**src/rtl/pipe_stage_hs.sv**
```systemverilog
// Pipeline stage register with a valid/ready handshake, synchronous flush and an
// optional skid entry, so stalls travel upstream as back-pressure.
module pipe_stage_hs #(
  parameter int unsigned      WIDTH   = 32,
  parameter bit               SKID    = 1'b1,
  parameter logic [WIDTH-1:0] RST_VAL = '0
) (
  input  logic             clk_i,
  input  logic             rst_i,
  input  logic             flush_i,
  input  logic             in_valid_i,
  output logic             in_ready_o,
  input  logic [WIDTH-1:0] data_i,
  output logic             out_valid_o,
  input  logic             out_ready_i,
  output logic [WIDTH-1:0] data_o,
  output logic [1:0]       level_o
);

  logic in_xfer, out_xfer;

  assign in_xfer  = in_valid_i & in_ready_o;
  assign out_xfer = out_valid_o & out_ready_i;

  generate
    if (SKID) begin : g_skid
      typedef enum logic [1:0] {EMPTY = 2'd0, ONE = 2'd1, TWO = 2'd2} state_e;

      state_e           state_q, state_d;
      logic [WIDTH-1:0] main_q, main_d;
      logic [WIDTH-1:0] skid_q, skid_d;
      logic             ready_q;

      // Flush wins over any transfer; a coincident output beat was already sampled downstream.
      always_comb begin
        state_d = state_q;
        main_d  = main_q;
        skid_d  = skid_q;
        if (flush_i) begin
          state_d = EMPTY;
          main_d  = RST_VAL;
        end else begin
          case (state_q)
            EMPTY: if (in_xfer) begin
              main_d  = data_i;
              state_d = ONE;
            end
            ONE: begin
              if (in_xfer && out_xfer) begin
                main_d = data_i;
              end else if (in_xfer) begin
                skid_d  = data_i;
                state_d = TWO;
              end else if (out_xfer) begin
                state_d = EMPTY;
              end
            end
            TWO: if (out_xfer) begin
              main_d  = skid_q;
              state_d = ONE;
            end
            default: state_d = EMPTY;
          endcase
        end
      end

      // Ready is precomputed from next state so it leaves a flop with no input-side path.
      always_ff @(posedge clk_i or negedge rst_i) begin
        if (!rst_i) begin
          state_q <= EMPTY;
          main_q  <= RST_VAL;
          skid_q  <= '0;
          ready_q <= 1'b1;
        end else begin
          state_q <= state_d;
          main_q  <= main_d;
          skid_q  <= skid_d;
          ready_q <= (state_d != TWO);
        end
      end

      assign in_ready_o  = ready_q;
      assign out_valid_o = (state_q != EMPTY);
      assign data_o      = main_q;
      assign level_o     = state_q;
    end else begin : g_single
      logic             valid_q, valid_d;
      logic [WIDTH-1:0] main_q, main_d;

      always_comb begin
        valid_d = valid_q;
        main_d  = main_q;
        if (flush_i) begin
          valid_d = 1'b0;
          main_d  = RST_VAL;
        end else if (in_xfer) begin
          valid_d = 1'b1;
          main_d  = data_i;
        end else if (out_xfer) begin
          valid_d = 1'b0;
        end
      end

      always_ff @(posedge clk_i or negedge rst_i) begin
        if (!rst_i) begin
          valid_q <= 1'b0;
          main_q  <= RST_VAL;
        end else begin
          valid_q <= valid_d;
          main_q  <= main_d;
        end
      end

      assign in_ready_o  = out_ready_i | ~valid_q;
      assign out_valid_o = valid_q;
      assign data_o      = main_q;
      assign level_o     = {1'b0, valid_q};
    end
  endgenerate

endmodule

```
**config.mk**
```make
export PLATFORM = sky130hd
export DESIGN_NAME = pipe_stage_hs
export DESIGN_NICKNAME = d
export VERILOG_FILES = /design/src/rtl/pipe_stage_hs.sv
export SDC_FILE = /design/constraint.sdc
export NUM_CORES = 1
export LEC_CHECK = 0
export CAP_MARGIN = 20
export CELL_PAD_IN_SITES_DETAIL_PLACEMENT = 1
export CELL_PAD_IN_SITES_GLOBAL_PLACEMENT = 2
export CORE_MARGIN = 1.5
export CORE_UTILIZATION = 39
export DETAILED_ROUTE_END_ITERATION = 6
export DONT_BUFFER_PORTS = 1
export PLACE_DENSITY_LB_ADDON = 0.1
export SLEW_MARGIN = 20
export SYNTH_ARGS = -nofsm -noshare
export SYNTH_HDL_FRONTEND = slang
export SYNTH_SLANG_ARGS = --single-unit
```
**constraint.sdc**
```tcl
create_clock -name clk_i -period 1.8 [get_ports clk_i]
set_input_delay 0.36 -clock clk_i [delete_from_list [all_inputs] [get_ports clk_i]]
set_output_delay 0.36 -clock clk_i [all_outputs]
set_load 0.01 [all_outputs]
```
* Yosys cells after proc, flatten, opt, wreduce, memory -nomap -nowiden
Cells that the tools add are included.
** Word-level totals
- Latch bits :: 0
- Bits in writable memories :: 0
- Output and inout bits :: 36
- Input port bits :: 37
- ROM bits :: 0
- Memories :: 0
- Flip-flop bits (word level) :: 67
- Word-level logic and storage cells :: 32
** Operators by class
- Equality and inequality tests :: 6
- Magnitude comparators :: 0
- Add/subtract/negate cells :: 0
- Bitwise operators :: 4
- $mul :: 0
- Reduce and logical (&&, ||, !) cells :: 6
- Divide/modulo/power cells :: 0
- Muxes and demuxes :: 12
- Shifts and indexed selects :: 0
** Operators by type and width (count)
- $mux W32 :: 4
- $pmux W32 S3 :: 1
- $mux W2 :: 6
- $ne A3 B3 Y1 const B :: 3
- $reduce_and A4 Y1 :: 2
- $pmux W2 S3 :: 1
- $reduce_bool A4 Y1 :: 1
- $and A1 B1 Y1 :: 2
- $eq A2 B1 Y1 const B :: 1
- $eq A2 B2 Y1 const B :: 1
- $logic_not A2 Y1 :: 1
- $ne A2 B2 Y1 const B :: 1
- $not A1 Y1 :: 2
- $reduce_bool A2 Y1 :: 1
- $logic_and A1 B1 Y1 :: 1

* Depth between registers and ports, before layout
- Depth in word-level cells :: 8
- Mapped depth :: 8
- Gate-level depth less buffers :: 6

* Worst setup path before layout
No wires, ideal clock.
- Path kind :: register to register
- Start :: register g_skid.state_q[0] (netlist: level_o[0])
- End :: register g_skid.skid_q[10]
- Clock period less this slack :: 1.877 ns
- Cell stages (with the launch flop) :: 8
- Data required time :: 1.675 ns
- Setup slack :: -0.077 ns
- Path buffers :: 1
- Arrival :: 1.752 ns
- Library setup time :: 0.125 ns
- Path through :: dfrtp_1 -> inv_1 -> ha_1 -> nand2b_2 -> nand2_2 -> nor3_4 -> buf_12 -> mux2_4
** Between the ends
- Word-level cells in the longest chain between the ends :: 5
- Elaborated cells on any way between the ends :: 6
- Those cells by class :: eq/ne (1); bitwise (2); reduce/logical (3)
** Ends and longest elaborated chain
- from (decl) :: line 29 : state_e state_q, state_d;
- from (signal assigned) :: line 75 : state_q <= state_d;
- $reduce_bool A2 Y1 :: line 83 : assign out_valid_o = (state_q != EMPTY);
- $and A1 B1 Y1 :: line 23 : assign out_xfer = out_valid_o & out_ready_i;
- $logic_and A1 B1 Y1 :: line 49 : if (in_xfer && out_xfer) begin
- $not A1 Y1 (no source line)
- $reduce_and A4 Y1 (no source line) (*)
- to (signal assigned) :: line 77 : skid_q <= skid_d;
- to (decl) :: line 31 : logic [WIDTH-1:0] skid_q, skid_d;
Every way passes the cells marked *; elsewhere a longest branch is shown, timed or not.
A chain may end at the register's enable or synchronous reset.

* Worst setup path in the final report
- Start :: register g_skid.ready_q (netlist: in_ready_o)
- End :: register g_skid.skid_q[9]
** Between the ends
- Word-level cells in the longest chain between the ends :: 4
** Ends and longest elaborated chain
- from (decl) :: line 32 : logic ready_q;
- from (signal assigned) :: line 78 : ready_q <= (state_d != TWO);
- $and A1 B1 Y1 (*) :: line 22 : assign in_xfer = in_valid_i & in_ready_o;
- $logic_and A1 B1 Y1 :: line 49
- $not A1 Y1 (no source line)
- $reduce_and A4 Y1 (no source line) (*)
Marked as above.

==> results.json <==
{
  "yosysSeqAreaShare_pct": 49.3,
  "grtUsageMet2_pct": 33.9,
  "instances_no_fill": 370,
  "clk_latency_ps": 340,
  "gp_congestion": 0.713,
  "p_leak_nw": 1.62,
  "power.total_mw": 6.14,
  "final_max_slew_viol_count": 0,
  "critical_path_class": "register to register",
  "reg2reg_from": "in_ready_o",
  "synthTopCellsByArea": "dfrtp_1, mux2_4, a211oi_2",
  "io_buffers": 0,
  "num_rows": 33,
  "gr-usage-met3_pct": 6.73,
  "reg2regPathDepth": 6,
  "overflow": 0,
  "period_needed_ps": 1850,
  "globalRoute.busiestLayer": "met2",
  "max_freq_ghz": 0.539,
  "preCtsSetupSlack_ps": -34.4,
  "violations": "hold timing, setup timing",
  "cts_buffers": 9,
  "netlist_instances": 245,
  "dieArea_sq_mm": 0.00929,
  "tritoncts": "yes",
  "grt_pass1_wl_microns": 13500,
  "timing.rr.end": "g_skid.skid_q[9]",
  "cts_sinks": 67,
  "max_cap_viol_count": 0,
  "hpwl_microns": 5290,
  "diodes": 0,
  "num_vias": 2061,
  "synth_top_area_share_pct": 48.6,
  "route.detailed.drc": 0,
  "ys_types": 32,
  "use_met1_pct": 24.5,
  "grt_pass1_vias": 2370,
  "area_growth_pct": 18.3,
  "wirelength_microns": 8960,
  "timing.critical_path.required_ps": 2020,
  "yosys.area.top_type": "dfrtp_1",
  "fp.dieH_microns": 96.4,
  "syn-num-nets": 286,
  "slew-limit-headroom_pct": 76.2,
  "syn_area_per_cell_sq_um": 13.9,
  "finalHoldViolCount": 67,
  "gr-usage-all-layers_pct": 20.1,
  "ir_worst_vdd_mv": 0.573,
  "synth_flop_cell": "dfrtp_1",
  "clkTransAtPathRegs_ps": 80,
  "place_inst": 343,
  "rsz0062_at_grt": "true",
  "r2r_slack_ps": -50,
  "ys_warn_count": 0,
  "ioPinCount": 73,
  "cts.htree.levels": 3,
  "synth_most_common_cell": "dfrtp_1",
  "design.final.nets": 301,
  "fin_crit_sh_pct": 103,
  "status": "finished with violations",
  "netlist_area_sq_mm": 0.00340,
  "start_util_pct": 40.8,
  "drive_above_1_share_pct": 45.3,
  "cts.root.buffer_cell": "clkbuf_8",
  "synth_edf_count": 0,
  "wl_per_cell_microns": 24.2,
  "power.density_mw_per_mm2": 1530,
  "finalWorstSetupSlack_ps": -54.6,
  "vias_per_cell": 5.57,
  "setup_violations": 20,
  "grt_max_degree": 68,
  "critPathMaxFanout": 8,
  "critPathLaunchType": "register",
  "cp-end-kind": "register",
  "core_area_sq_mm": 0.00834,
  "worst_pin_slew_ps": 356,
  "ys_async_sr_fraction_pct": 100,
  "ys_ff_latch": 67,
  "antenna_found_initial": 0,
  "antenna_left": 0,
  "arrival_ps": 2080,
  "clockBufferDepth": 2,
  "ys_top_cells_by_count": "dfrtp_1, a21oi_1, mux2i_1, a211oi_2, mux2_4",
  "drt_pass1_iterations": 4,
  "fin_worst_skew_ps": 10.1,
  "hold_class": "primary input to async pin",
  "dr.first_iter.drc_count": 45,
  "fillers": 820,
  "die_w_microns": 96.4,
  "timing.hold.ws_ps": -301
}
-- per-stage QoR --
stage               setup TNS [ps]  utilization [%]  area [sq um]
finish                        -858             48.2          4020
global route                 -2770             48.2          4020
CTS                           -696             47.8          3990
detailed placement           -83.4             42.8          3570
global placement                 0             42.8          3570
floorplan                     -712                -          3430
-- flip-flops by register name, indices dropped and copies added, names as in the netlist --
register and cells:
level_o 2, in_ready_o 1, data_o 32, g_skid.skid_q 32
-- how the worst max path moves through the flow --
stage | cells past startpoint | start | slack, ps | endpoint
after detailed placement | 7 | level_o[0] | -30 | g_skid.skid_q[31]
final | 6 | in_ready_o | -50 | g_skid.skid_q[9]
after CTS | 9 | level_o[0] | -50 | g_skid.skid_q[27]
after global placement | 7 | level_o[0] | 50 | g_skid.skid_q[31]
after global routing | 9 | level_o[0] | -130 | g_skid.skid_q[4]
after floorplan | 7 | level_o[1] | -20 | g_skid.skid_q[10]
-- area by class of cell --
| type | instances | area (sq um) | share of cell area (%) |
|---|---|---|---|
| sequential | 67 | 1680 | 41.8 |
| tap | 105 | 131 | 3.26 |
| clock buffer | 12 | 145 | 3.61 |
| timing repair buffer | 25 | 338 | 8.40 |
| clock inverter | 4 | 73.8 | 1.83 |
| multi-input combinational | 153 | 1640 | 40.7 |
| inverter | 4 | 17.5 | 0.435 |
-- layout by cell type (no fill, tap or decap), drive strengths merged --
master | netlist | final
nand2 | 3 | 3
clkinv | 0 | 2
o21ai | 3 | 3
and2 | 2 | 2
a21boi | 1 | 1
mux2i | 32 | 32
dfrtp | 66 | 66
ha | 4 | 4
a221oi | 1 | 1
nand4b | 1 | 1
a21oi | 33 | 33
a32oi | 1 | 1
inv | 4 | 4
o211ai | 1 | 1
mux2 | 32 | 32
dfstp | 1 | 1
or3 | 1 | 1
xnor2 | 1 | 1
buf | 17 | 24
bufinv | 0 | 2
a211oi | 32 | 32
nor3 | 2 | 2
clkbuf | 4 | 13
nand2b | 1 | 1
nor2 | 2 | 2
-- what timing repair did --
| action | CTS | global route |
|---|---|---|
| resized for setup | 9 | 13 |
| cloned | 3 | 1 |
| pin swaps | 1 | 1 |
| endpoints found under the hold margin | 67 | 67 |
| buffers inserted | 9 | 0 |
| endpoints found under the setup margin | 33 | 61 |
-- logic make-up after synthesis --
group	after synthesis	synth area share, %
AOI/OAI and AO/OA	72	18.0
xor gates and xnor gates	1	0.258
adders and majority gates	4	1.47
buffers and inverters	25	5.26
DFF	67	49.3
muxes	64	23.3
and+or+nand+nor	12	2.39
-- layer usage --
layer | vias up | wire length (microns) | share of wire [%]
li1 | 933 | - | -
met1 | 1078 | 3760 | 42
met2 | 45 | 4520 | 50
met3 | 5 | 599 | 6.7
met4 | 0 | 84 | 0.94
met5 | - | 0 | 0
-- critical path, stage by stage, from the launching register on --
cell     delay, ps
dfstp_2        590
and2_4         190
nand2_4         70
nor3_4         200
buf_6          140
buf_4          220
mux2_4         320
-- power breakdown --
part | leakage (nW) | internal (mW) | switching, mW
registers | 0.838 | 2.09 | 0.501
logic | 0.674 | 1.17 | 0.959
clock network | 0.111 | 0.820 | 0.593
total | 1.62 | 4.09 | 2.05
Power figures use the tool's default switching activity.
